## config.mk

```make
export PLATFORM = sky130hd
export DESIGN_NAME = bus_arbiter
export DESIGN_NICKNAME = d
export VERILOG_FILES = /design/src/rtl/bus_arb_pkg.sv /design/src/rtl/bus_arbiter_rr_pick.sv /design/src/rtl/bus_arbiter.sv
export SDC_FILE = /design/constraint.sdc
export NUM_CORES = 1
export LEC_CHECK = 0
export CAP_MARGIN = 20
export CORE_ASPECT_RATIO = 1.2
export CORE_MARGIN = 2
export CORE_UTILIZATION = 30
export DETAILED_ROUTE_END_ITERATION = 8
export GPL_TIMING_DRIVEN = 0
export PLACE_DENSITY = 0.53
export RECOVER_POWER = 25
export SYNTH_ARGS = -nofsm -noshare
export SYNTH_HDL_FRONTEND = slang
export SYNTH_SLANG_ARGS = --single-unit
```

## constraint.sdc

```tcl
create_clock -name clock -period 3 [get_ports clock]
set_input_delay 0.6 -clock clock [delete_from_list [all_inputs] [get_ports clock]]
set_output_delay 0.6 -clock clock [all_outputs]
set_load 0.03 [all_outputs]
```

## src/rtl/bus_arb_pkg.sv

```systemverilog
// Shared types and constants for the datapath bus arbiter.
// Select codes from 24 to 31 make the bus mux drive zero, so SEL_IDLE parks the bus.
package bus_arb_pkg;

   localparam int unsigned NREQ_DEF     = 24;
   localparam int unsigned MAX_HOLD_DEF = 8;
   localparam int unsigned SEL_W        = 5;

   localparam logic [SEL_W-1:0] SEL_IDLE = SEL_W'(24);

   typedef enum logic [1:0] {
      IDLE,
      GRANT,
      HANDOFF
   } state_t;

endpackage

```

## src/rtl/bus_arbiter_rr_pick.sv

```systemverilog
// Rotating-priority picker: the first set request at or above ptr wins, wrapping to 0.
// If no request sits at or above ptr, the lowest set bit wins.
module rr_pick
   import bus_arb_pkg::*;
#(
   parameter int unsigned N = NREQ_DEF
) (
   input  logic [N-1:0]     req,
   input  logic [SEL_W-1:0] ptr,
   output logic             valid,
   output logic [SEL_W-1:0] index
);

   always_comb begin
      valid = 1'b0;
      index = '0;
      for (int unsigned j = 0; j < N; j++) begin
         if (!valid && req[j] && (SEL_W'(j) >= ptr)) begin
            valid = 1'b1;
            index = SEL_W'(j);
         end
      end
      for (int unsigned j = 0; j < N; j++) begin
         if (!valid && req[j]) begin
            valid = 1'b1;
            index = SEL_W'(j);
         end
      end
   end

endmodule

```

## src/rtl/bus_arbiter.sv

```systemverilog
// Round-robin owner arbitration for the shared 32-bit bus with bounded hold time.
// grant, select and busy come from one register stage, so they always agree.
module bus_arbiter
   import bus_arb_pkg::*;
#(
   parameter int unsigned NREQ     = NREQ_DEF,
   parameter int unsigned MAX_HOLD = MAX_HOLD_DEF
) (
   input  logic             clock,
   input  logic             clear,
   input  logic [NREQ-1:0]  req,
   output logic [NREQ-1:0]  grant,
   output logic [SEL_W-1:0] select,
   output logic             busy
);

   localparam int unsigned      HOLD_W    = (MAX_HOLD > 1) ? $clog2(MAX_HOLD) : 1;
   localparam logic [HOLD_W-1:0] HOLD_LAST = HOLD_W'(MAX_HOLD - 1);
   localparam logic [SEL_W-1:0]  LAST_IDX  = SEL_W'(NREQ - 1);

   state_t            state, state_d;
   logic [SEL_W-1:0]  ptr, ptr_d;
   logic [SEL_W-1:0]  pick_idx, select_d;
   logic [HOLD_W-1:0] hold_cnt, hold_d;
   logic [NREQ-1:0]   grant_d;
   logic              pick_valid, owner_req, others_req, hold_full;

   assign owner_req  = |(req & grant);
   assign others_req = |(req & ~grant);
   assign hold_full  = (hold_cnt == HOLD_LAST);

   rr_pick #(.N(NREQ)) u_pick (
      .req   (req),
      .ptr   (ptr),
      .valid (pick_valid),
      .index (pick_idx)
   );

   // State and output registers
   always_ff @(posedge clock or posedge clear) begin
      if (clear) begin
         state    <= IDLE;
         ptr      <= '0;
         hold_cnt <= '0;
         grant    <= '0;
         select   <= SEL_IDLE;
         busy     <= 1'b0;
      end else begin
         state    <= state_d;
         ptr      <= ptr_d;
         hold_cnt <= hold_d;
         grant    <= grant_d;
         select   <= select_d;
         busy     <= (state_d == GRANT);
      end
   end

   // Next state: owner keeps the bus until it lets go or its hold budget runs out
   always_comb begin
      state_d = state;
      unique case (state)
         IDLE:    if (pick_valid) state_d = GRANT;
         GRANT: begin
            if (!owner_req)                  state_d = HANDOFF;
            else if (hold_full && others_req) state_d = HANDOFF;
         end
         HANDOFF: state_d = pick_valid ? GRANT : IDLE;
         default: state_d = IDLE;
      endcase
   end

   // Next register values; a new owner is only ever taken from IDLE or HANDOFF
   always_comb begin
      grant_d  = '0;
      select_d = SEL_IDLE;
      ptr_d    = ptr;
      hold_d   = '0;
      if (state_d == GRANT) begin
         if (state == GRANT) begin
            grant_d  = grant;
            select_d = select;
            hold_d   = hold_full ? hold_cnt : hold_cnt + HOLD_W'(1);
         end else begin
            grant_d  = NREQ'(1) << pick_idx;
            select_d = pick_idx;
            ptr_d    = (pick_idx == LAST_IDX) ? '0 : pick_idx + SEL_W'(1);
         end
      end
   end

endmodule

```

Word level (Yosys, flattened, before mapping)
Index checks and enable logic that the tools add are counted.
{"block": "op_classes", "bitwise_logic": 4, "add_sub_neg": 2, "mul": 0, "div_mod_pow": 0, "eq_ne": 7, "reduce_logical": 123, "n_shift": 1, "muxes": 108, "order_cmp": 24}
{"operator": "$mux W5", "count": 35}
{"operator": "$logic_and A1 B1 Y1", "count": 72}
{"operator": "$mux W1", "count": 50}
{"operator": "$and A24 B24 Y24", "count": 2}
{"operator": "$mux W24", "count": 2}
{"operator": "$reduce_or A24 Y1", "count": 2}
{"operator": "$logic_not A1 Y1", "count": 47}
{"operator": "$ge A4 B5 Y1 const A", "count": 8}
{"operator": "$ge A5 B5 Y1 const A", "count": 8}
{"operator": "$mux W4", "count": 8}
{"operator": "$not A24 Y24", "count": 1}
{"operator": "$shl A1 B5 Y24 const A", "count": 1}
{"operator": "$mux W3", "count": 7}
{"operator": "$ge A3 B5 Y1 const A", "count": 4}
{"operator": "$ge A1 B5 Y1 const A", "count": 2}
{"operator": "$ge A2 B5 Y1 const A", "count": 2}
{"operator": "$mux W2", "count": 5}
{"operator": "$pmux W2 S3", "count": 1}
{"operator": "$add A5 B1 Y5 const B", "count": 1}
{"operator": "$eq A5 B5 Y1 const B", "count": 1}
{"operator": "$eq A2 B1 Y1 const B", "count": 2}
{"operator": "$add A3 B1 Y3 const B", "count": 1}
{"operator": "$eq A3 B3 Y1 const B", "count": 1}
{"operator": "$ne A3 B3 Y1 const B", "count": 1}
{"operator": "other kinds (5)", "count": 5}
{"block": "totals", "ram_bits": 0, "out_inout_bits": 30, "elab_cells": 275, "n_memories": 0, "rom_bits": 0, "latchBits": 0, "inputBits": 26, "reg_bits": 40}

Logic depth before layout (Yosys ltp)
Gate-level depths: netlist of the first run.
{"block": "logic_depth", "depth_word": 171, "mapped_depth": 14, "depth_no_buf": 12}

By module
Synthesis of the first run repeated with hierarchy kept, for this count alone.
{"block": "unflattened", "cells_unflattened": 402, "area_unflattened_um2": 3429.5}
{"module": "bus_arbiter", "area_each_um2": 2230.9, "n_inst": 1, "seq_area_each_um2": 1003.5, "cells_each": 210}
{"module": "rr_pick", "area_each_um2": 1198.6, "n_inst": 1, "seq_area_each_um2": 0.0, "cells_each": 192}

Worst setup path before layout of the first run
Ideal clock, no wire load.
{"block": "synth_timing", "path_kind": "input -> register", "from": "input req[10]", "to": "register grant[19]", "required_ns": 2.879, "slack_ns": -0.097, "path_buffers": 2, "path_stages": 12, "arrival_ns": 2.976, "setup_ns": 0.121, "cell_sequence": "or2_1 -> clkbuf_1 -> a32oi_1 -> o211ai_1 -> nor3b_4 -> nand3_1 -> or4b_1 -> nand4_2 -> buf_6 -> inv_1 -> ha_1 -> a22o_1"}
{"block": "synth_via", "elab_chain_cells": 131, "elab_cells_between_ends": 180, "cone_classes": "eq/ne (2); shift (1); mux (83); bitwise (2); reduce/logical (92)"}
{"item": "start: declaration", "line": "bus_arbiter.sv:11", "rtl": "input logic [NREQ-1:0] req,"}
{"item": "$logic_and A1 B1 Y1 (2 in series)", "line": "bus_arbiter_rr_pick.sv:18", "rtl": "if (!valid && req[j] && (SEL_W'(j) >= ptr)) begin"}
{"item": "$mux W1", "line": "bus_arbiter_rr_pick.sv:18"}
{"item": "$logic_not A1 Y1", "line": "bus_arbiter_rr_pick.sv:18"}
{"item": "$logic_and A1 B1 Y1 (2 in series)", "line": "bus_arbiter_rr_pick.sv:18"}
{"item": "$mux W1", "line": "bus_arbiter_rr_pick.sv:18"}
{"item": "$logic_not A1 Y1", "line": "bus_arbiter_rr_pick.sv:18"}
{"item": "$logic_and A1 B1 Y1 (2 in series)", "line": "bus_arbiter_rr_pick.sv:18"}
{"item": "$mux W1", "line": "bus_arbiter_rr_pick.sv:18"}
{"item": "[112 not listed]"}
{"item": "$mux W1", "line": "bus_arbiter_rr_pick.sv:24", "rtl": "if (!valid && req[j]) begin"}
{"item": "$logic_not A1 Y1", "line": "bus_arbiter_rr_pick.sv:24"}
{"item": "$logic_and A1 B1 Y1", "line": "bus_arbiter_rr_pick.sv:24"}
{"item": "$mux W1", "line": "bus_arbiter_rr_pick.sv:24"}
{"item": "$mux W1 or $mux W2 (tied branches)", "line": "bus_arbiter.sv:67, bus_arbiter.sv:62"}
{"item": "$pmux W2 S3", "line": "bus_arbiter.sv:61", "rtl": "unique case (state)"}
{"item": "$eq A2 B1 Y1", "line": "bus_arbiter.sv:78", "rtl": "if (state_d == GRANT) begin"}
{"item": "$ne A2 B2 Y1 (no source line) or $mux W24 (tied branches)"}
{"item": "end signal: assignment", "line": "bus_arbiter.sv:52", "rtl": "grant <= grant_d;"}
{"item": "end: declaration", "line": "bus_arbiter.sv:12", "rtl": "output logic [NREQ-1:0] grant,"}
Several ways; a longest one is shown, not always the timed one. The select of a mux whose other input is x is not followed.
A chain may end at the register's enable or synchronous reset.

Final worst setup path of the first run
{"block": "layout_timing", "from": "register ptr[2]", "to": "register ptr[2]"}
{"block": "layout_via", "elab_chain_cells": 171, "elab_cells_between_ends": 245, "cone_classes": "add/sub (1); order compare (24); eq/ne (2); mux (99); reduce/logical (119)"}
{"item": "start: declaration", "line": "bus_arbiter.sv:22", "rtl": "logic [SEL_W-1:0] ptr, ptr_d;"}
{"item": "start signal: assignment", "line": "bus_arbiter.sv:50", "rtl": "ptr <= ptr_d;"}
{"item": "$ge A1 B5 Y1", "line": "bus_arbiter_rr_pick.sv:18"}
{"item": "$logic_and A1 B1 Y1", "line": "bus_arbiter_rr_pick.sv:18"}
{"item": "$mux W1", "line": "bus_arbiter_rr_pick.sv:18"}
{"item": "$logic_not A1 Y1", "line": "bus_arbiter_rr_pick.sv:18"}
{"item": "$logic_and A1 B1 Y1 (2 in series)", "line": "bus_arbiter_rr_pick.sv:18"}
{"item": "$mux W1", "line": "bus_arbiter_rr_pick.sv:18"}
{"item": "$logic_not A1 Y1", "line": "bus_arbiter_rr_pick.sv:18"}
{"item": "$logic_and A1 B1 Y1 (2 in series)", "line": "bus_arbiter_rr_pick.sv:18"}
{"item": "[153 not listed]"}
{"item": "$mux W1", "line": "bus_arbiter_rr_pick.sv:24"}
{"item": "$logic_not A1 Y1", "line": "bus_arbiter_rr_pick.sv:24"}
{"item": "$logic_and A1 B1 Y1", "line": "bus_arbiter_rr_pick.sv:24"}
{"item": "$mux W1", "line": "bus_arbiter_rr_pick.sv:24"}
{"item": "$mux W1 or $mux W2 (tied branches)", "line": "bus_arbiter.sv:67, bus_arbiter.sv:62"}
{"item": "$pmux W2 S3", "line": "bus_arbiter.sv:61"}
{"item": "$eq A2 B1 Y1", "line": "bus_arbiter.sv:78"}
{"item": "$reduce_and A2 Y1 (no source line)"}
Several ways; a longest one is shown, not always the timed one.

==> results by group, run 1 <==
Logic synthesis
  • Post-synthesis cell type count: 65
  • Seq/Total Area, Yosys: 33.0%
  • Synth Flop Type: dfrtp_1
  • Top-count cell post-synth: dfrtp_1
  • Yosys top cell by area: dfrtp_1
  • Synth top cells by count: dfrtp_1 (38), inv_1 (33), a22o_1 (26)
  • Syn nets: 394
  • Synth Instances: 360
  • Ys Warns: 0
  • Top cells by area, synth: dfrtp_1 (31%), a22o_1 (7.5%), inv_1 (4.1%)
  • Area share of the leading cell type in the synthesized netlist: 31.3%
  • EDFF count, synth: 0
  • Synth async-reset ratio: 100%
  • Syn avg cell area: 8.44 um^2
  • Synth Cell Area: 3040 um^2
  • Seq cells post-synth: 40

Critical path
  • Crit-path cells: buf_6 > and3_4 > a31oi_4 > or4_4 > nor3_4 > nand3_2 > or4b_4 > nand4_4 > buf_6 > ha_2 > inv_2 > o21ai_1
  • WP buf/inv: 3
  • Setup crit start kind: flop
  • CP delay by family, top: simple AND/OR/NAND/NOR gates
  • Slowest Stage Delay on Critical Path: 590 ps
  • Most frequent CP cell: buf_6
  • Slowest cell on the critical path: or4b_4
  • Critical path capture point type: flop
  • Crit path arrival time: 3230 ps
  • Critical path fanouts, max: 7
  • Critical path class: reg2reg
  • Worst EP required: 3170 ps

Timing
  • WHS: 438 ps
  • Tightest Pin Transition: 1520 ps
  • Slew margin rel.: -1.75%
  • Final Skew: 7.58 ps
  • Max-slew violations: 41
  • Final worst slack: -57.9 ps
  • Max Fclk: 0.327 GHz
  • Final Hold Viols: 0
  • RSZ-0062 raised after global routing: true
  • Tcrit/Tclk final: 102%
  • Final setup vio count: 16
  • Fin crit period: 3060 ps

GRT
  • Overall Global Routing Usage: 23.2%
  • Vias in the first global route: 3521
  • Global-route wire length before repair: 19.3 mm
  • Initial antenna violation count: 0
  • Largest net degree at the start of global routing: 41
  • Gr ovfl total: 0

Layout
  • Multi-input gate area: 2170 um^2
  • ANT cells: 0
  • Final Cell Area: 4650 um^2
  • Layout area overhead: 53.0%
  • Number of fillers in the final layout: 930
  • Nets@finish: 502
  • Fraction of layout cells with a size suffix above 1: 32.6%
  • Final Util: 46.7%
  • Register area: 1000 um^2

Power and ir drop
  • Leak: 0.00196 uW
  • Max rail drop VDD: 846 uV
  • Power density over the cells: 1230 nW/um^2

Drt
  • Vias: 3622
  • Vias per cell: 6.09
  • WL per Instance: 21.7 um
  • Iter 0 DRT Violations: 328
  • DRC viols: 0
  • TritonRoute pass-1 iters: 5
  • Drt total wl: 12.9 mm
  • Post-DRT Antenna Nets: 0

CTS
  • CTS clock-pin slew for the worst setup and hold paths: 60 ps
  • CTS tree: done
  • Clock root buffer master: clkbuf_16
  • Clk Latency, worst-skew pair: 280 ps
  • H-tree depth: 2
  • Num CTS Buffers: 5
  • Hold-fix buffers at CTS: 0
  • Clock Path Buffers: 2
  • Clk sinks: 40

Floorplan
  • Core Box Area: 9960 um^2
  • Starting density of the core: 30.5%
  • # rows: 40
  • Chip height: 114 um
  • Die area: 11000 um^2
  • Die span in x: 95.9 um
  • IO Pins: 56

Hold path
  • HP Class: reg2reg

Placed design
  • Placed cell area: 3730 um^2
  • Gpl congestion: 0.917
  • PortBufs: 52
  • Dpl hpwl: 9.01 mm

Status
  • Violated checks: capacitance limit, slew limit, setup timing
  • Outcome: complete, but fails checks

Run
  • Maxcap violations: 1
==> routing by layer <==
metal | vias up | track usage [%] | part of all wire [%]
met3 | 56 | 3.82 | 7.0
met5 | - | 0 | 0
met2 | 220 | 37.8 | 46
met1 | 1738 | 28.9 | 41
met4 | 0 | 13.0 | 6.1
li1 | 1608 | - | -
==> flip-flops by register name, summed over array words and instances (netlist names) <==
name	count
busy	1
grant	24
select	5
ptr	5
hold_cnt	3
state	2
==> power breakdown <==
part	total [uW]	leakage [uW]	internal [uW]	switching, uW
registers	880	0.000531	717	163
logic	4330	0.00136	1910	2420
clock network	522	0.0000681	310	211
total	5730	0.00196	2940	2790
==> kinds of logic after synthesis <==
family / after synthesis / synth area share, %
AO/OA/AOI/OAI: 136 / 32.4
XOR/XNOR: 1 / 0.288
adder cells (fa/ha/maj): 8 / 3.29
buffers and inverters: 54 / 7.74
flip-flops: 40 / 33.0
multiplexers: 2 / 0.659
AND/OR/NAND/NOR: 119 / 22.6
==> what timing repair did <==
item | 4_1_cts | 5_1_grt
gates cloned | 0 | 1
setup endpoints to repair | 36 | 35
resized for setup | 109 | 56
pin swaps | 23 | 26
setup buffers | 30 | 20
==> through the flow <==
step / power, uW / setup TNS [ps] / setup WS [ps] / instances
after detailed placement: 3770 / -35670 / -1200 / 538
after floorplan: 2770 / -114 / -31.3 / 360
after CTS: 5120 / 0 / 0.0697 / 575
final: 5730 / -608 / -57.9 / 595
after global placement: 3770 / -36900 / -1250 / 538
after global routing: 6020 / -2910 / -164 / 595
==> worst reg2reg max path, delay by kind of cell, from the launching register on <==
family                   cells  cell delay, ps
flip-flops                   1             350
AND/OR/NAND/NOR              6            1840
AO/OA/AOI/OAI                2             160
buffers and inverters        3             330
adder cells (fa/ha/maj)      1             270
==> cell usage in the layout (no fill, tap or decap), types with 4 or more instances in the layout <==
cell type,netlist,layout
buf_4,5,48
dfrtp_1,38,37
clkdlybuf4s50_1,0,30
inv_1,33,27
a22o_1,26,26
nand2_1,20,20
nor2_1,22,16
a21oi_1,15,14
o21ai_0,18,14
a22oi_1,13,12
dlygate4sd2_1,0,10
o22ai_1,9,9
nand4_1,9,9
nand3_1,13,9
buf_6,1,9
buf_2,4,9
nor3_1,10,8
o21ai_1,6,7
nor2b_1,6,6
clkbuf_16,0,6
clkbuf_1,8,5
inv_2,1,5
nor2_2,0,5
o211ai_1,5,5
ha_4,0,5
a221oi_1,4,4
nor4_1,6,4
nor4_4,0,4
nand3_2,0,4
a31o_2,4,4
==> worst paths after layout <==
path	from	endpoint	slack [ps]	depth (start not counted)
setup reg to reg	ptr[2]$_DFFE_PP0P_	ptr[2]$_DFFE_PP0P_	-60	12
setup / recovery	ptr[2]$_DFFE_PP0P_	ptr[2]$_DFFE_PP0P_	-60	12
hold reg to reg	state[1]$_DFF_PP0_	state[1]$_DFF_PP0_	440	1
hold / removal	state[1]$_DFF_PP0_	state[1]$_DFF_PP0_	440	1
min in group asynchronous	clear	grant[5]$_DFFE_PP0P_	1210	2
max in group asynchronous	clear	ptr[1]$_DFFE_PP0P_	780	2
==> cell type report <==
cell class | instances | area share (%)
Clock inverter | 1 | 0.188
Sequential cell | 40 | 21.6
Clock buffer | 7 | 2.85
Tap cell | 126 | 3.39
Timing Repair Buffer | 103 | 19.2
Multi-Input combinational cell | 266 | 46.7
Buffer | 17 | 3.09
Inverter | 35 | 2.96
No activity file was read; power rests on OpenSTA's default activity.
==> run 2: changes to the inputs <==
--- a/config.mk
+++ b/config.mk
@@ -5,13 +5,14 @@
 export SDC_FILE = /design/constraint.sdc
 export NUM_CORES = 1
 export LEC_CHECK = 0
+export ABC_AREA = 1
 export CAP_MARGIN = 20
 export CORE_ASPECT_RATIO = 1.2
 export CORE_MARGIN = 2
 export CORE_UTILIZATION = 30
 export DETAILED_ROUTE_END_ITERATION = 8
 export GPL_TIMING_DRIVEN = 0
-export PLACE_DENSITY = 0.53
+export PLACE_DENSITY = 0.52
 export RECOVER_POWER = 25
 export SYNTH_ARGS = -nofsm -noshare
 export SYNTH_HDL_FRONTEND = slang
==> run 2 against run 1 <==
Synthesized cell count increased by 23%. Count of clock-buffer cells in the layout unchanged. Fmax decreased by 37%. Final cell count increased by 21%. Critical path type unchanged. The flow still finishes with violations (capacitance limit, slew limit, setup timing). Synthesized area increased by 6.5%. Via count increased by 4.3%. Design area increased by 13%. Largest cell class unchanged. Sequential power decreased by 16%. Setup slack got worse by 1800 ps. Sequential cell count unchanged. Die area increased by 6.2%.
==> results by group, run 2 <==
Status
  • Outcome: complete, but fails checks
  • Violated checks: capacitance limit, slew limit, setup timing

GRT
  • Global-route wire length before repair: 20.3 mm
  • Overall Global Routing Usage: 22.0%
  • Initial antenna violation count: 0
  • Vias in the first global route: 3888
  • Gr ovfl total: 0
  • Largest net degree at the start of global routing: 41

Layout
  • Commonest non-fill, non-tap cell in the layout: buf_4
  • Fraction of layout cells with a size suffix above 1: 39.3%
  • Largest regs: grant (24), ptr (5), select (5)
  • Most frequent cells in the layout: buf_4 (78), inv_1 (67), nand2_1 (61)
  • Layout area overhead: 62.7%
  • Nets@finish: 623
  • Final Util: 50.1%
  • Final Cell Area: 5260 um^2
  • Max FFs per register: 24
  • Top reg by flops: grant
  • ANT cells: 0

Timing
  • Fin crit period: 4870 ps
  • Final setup vio count: 36
  • Tightest Pin Transition: 1590 ps
  • RSZ-0062 raised after global routing: true
  • Max Fclk: 0.205 GHz
  • WHS: 450 ps
  • Tcrit/Tclk final: 162%
  • Final Hold Viols: 0
  • Slew margin rel.: -6.01%
  • Max-slew violations: 41
  • Final Skew: 2.86 ps
  • Final worst slack: -1870 ps

Placed design
  • Dpl hpwl: 8.75 mm
  • Gpl congestion: 0.899
  • DP Worst Slack: -2780 ps
  • PortBufs: 55
  • Placed cell area: 4020 um^2

Critical path
  • Crit path launch: ptr[4]$_DFFE_PP0P_
  • Setup crit start kind: flop
  • Crit path arrival time: 5050 ps
  • CP delay by family, top: buffers and inverters
  • Critical path fanouts, max: 10
  • Reg2reg end: ptr[3]$_DFFE_PP0P_
  • Most frequent CP cell: buf_4
  • Reg-to-reg slack, setup: -1870 ps
  • Slowest Stage Delay on Critical Path: 460 ps
  • Critical path capture point type: flop
  • Slowest cell on the critical path: dfrtp_2
  • Worst EP required: 3180 ps
  • Worst reg2reg path startpoint: ptr[4]$_DFFE_PP0P_
  • R2R cell count: 32
  • WP buf/inv: 22
  • Critical path class: reg2reg

CTS
  • Num CTS Buffers: 5
  • Clk Latency, worst-skew pair: 280 ps
  • H-tree depth: 2
  • Hold-fix buffers at CTS: 0
  • Clock Path Buffers: 2
  • Clock root buffer master: clkbuf_16
  • CTS clock-pin slew for the worst setup and hold paths: 60 ps
  • Clk sinks: 40
  • CTS tree: done

Hold path
  • Hold path depth: 1
  • Worst hold start: state[1]$_DFF_PP0_
  • HP Class: reg2reg
  • Hold Path End: state[1]$_DFF_PP0_

Power and ir drop
  • Leak: 0.00233 uW
  • Max rail drop VDD: 491 uV
  • Power density over the cells: 837 nW/um^2
  • Tot Pwr: 4410 uW

Drt
  • Drt total wl: 12.8 mm
  • Vias per cell: 5.26
  • Vias: 3779
  • Iter 0 DRT Violations: 234
  • Post-DRT Antenna Nets: 0
  • WL per Instance: 17.8 um
  • DRC viols: 0
  • TritonRoute pass-1 iters: 5

Logic synthesis
  • Synth Instances: 441
  • Synth Cell Area: 3240 um^2
  • Seq cells post-synth: 40
  • EDFF count, synth: 0
  • Top cells by area, synth: dfrtp_1 (29%), inv_1 (9.9%), nand2_1 (9.0%)
  • Syn nets: 475
  • Area share of the leading cell type in the synthesized netlist: 29.4%
  • Synth async-reset ratio: 100%
  • Synth top cells by count: inv_1 (85), nand2_1 (78), nor2_1 (39)
  • Yosys top cell by area: dfrtp_1
  • Ys Warns: 0
  • Post-synthesis cell type count: 51
  • Top-count cell post-synth: inv_1
  • Syn avg cell area: 7.34 um^2
  • Seq/Total Area, Yosys: 31.0%
  • Synth Flop Type: dfrtp_1

Floorplan
  • Chip height: 118 um
  • # rows: 41
  • IO Pins: 56
  • Die span in x: 98.8 um
  • Die area: 11600 um^2
  • Starting density of the core: 30.8%
  • Core Box Area: 10500 um^2

Run
  • Maxcap violations: 1
## run 2: changes by cell type in the layout (fill, tap and decap cells not counted), sizes merged, moves of 13 or more
cell | previous run | this run
nand2 | 20 | 86
inv | 33 | 89
nor2 | 22 | 58
a22o | 26 | 0
buf | 69 | 93
clkdlybuf4s50 | 30 | 45
o22ai | 9 | 24
nand4 | 10 | 24
a22oi | 13 | 0
## run 2: how the worst max path moves through the flow
stage,cells after the start,to
6_report,32,ptr[3]$_DFFE_PP0P_
5_1_grt,33,ptr[1]$_DFFE_PP0P_
4_1_cts,34,grant[1]$_DFFE_PP0P_
3_5_place_dp,38,grant[1]$_DFFE_PP0P_
3_3_place_gp,38,grant[1]$_DFFE_PP0P_
2_1_floorplan,33,grant[19]$_DFFE_PP0P_
## run 2: layer usage
metal  vias up  part of all wire [%]  global-route usage (%)  wire (um)
li1       1809                     -                       -          -
met1      1838                    41                    26.6       5250
met2        98                    52                    38.3       6700
met3        34                   2.8                    2.32        358
met4         0                   3.9                    11.0        495
met5         -                     0                       0          0
## run 2: layout make-up
type	instances	area [um^2]
Timing Repair Buffer	142	1230
Sequential cell	40	1000
Buffer	7	51.3
Fill cell	983	5250
Clock buffer	7	143
Multi-Input combinational cell	303	2290
Inverter	90	372
Clock inverter	1	7.51
Tap cell	129	161
## run 2: logic make-up after synthesis
kind of cell    count (synthesis)  synth area share [%]
buf+inv                        99                  12.1
mux                             2                 0.619
simple gates                  187                  30.9
compound gates                104                  22.0
flops                          40                  31.0
fa+ha+maj                       8                  3.09
xor+xnor                        1                 0.271
## run 2: what timing repair did
action | in CTS | in global routing
gates resized for setup | 96 | 50
setup buffers | 69 | 19
setup endpoints to repair | 39 | 39
gates cloned | 2 | 0
pin swaps | 39 | 42
## run 2: report_power, final
| part | leakage [uW] | switching, uW | internal [uW] |
|---|---|---|---|
| Combinational | 0.00173 | 1860 | 1260 |
| Clock | 0.0000701 | 211 | 331 |
| Sequential | 0.000533 | 75.2 | 668 |
## run 2: stage by stage
stage / TNS, ps / std cells
final: -63700 / 719
after global routing: -72330 / 719
after CTS: -64880 / 704
after detailed placement: -96080 / 625
after global placement: -93420 / 625
after floorplan: -41760 / 441
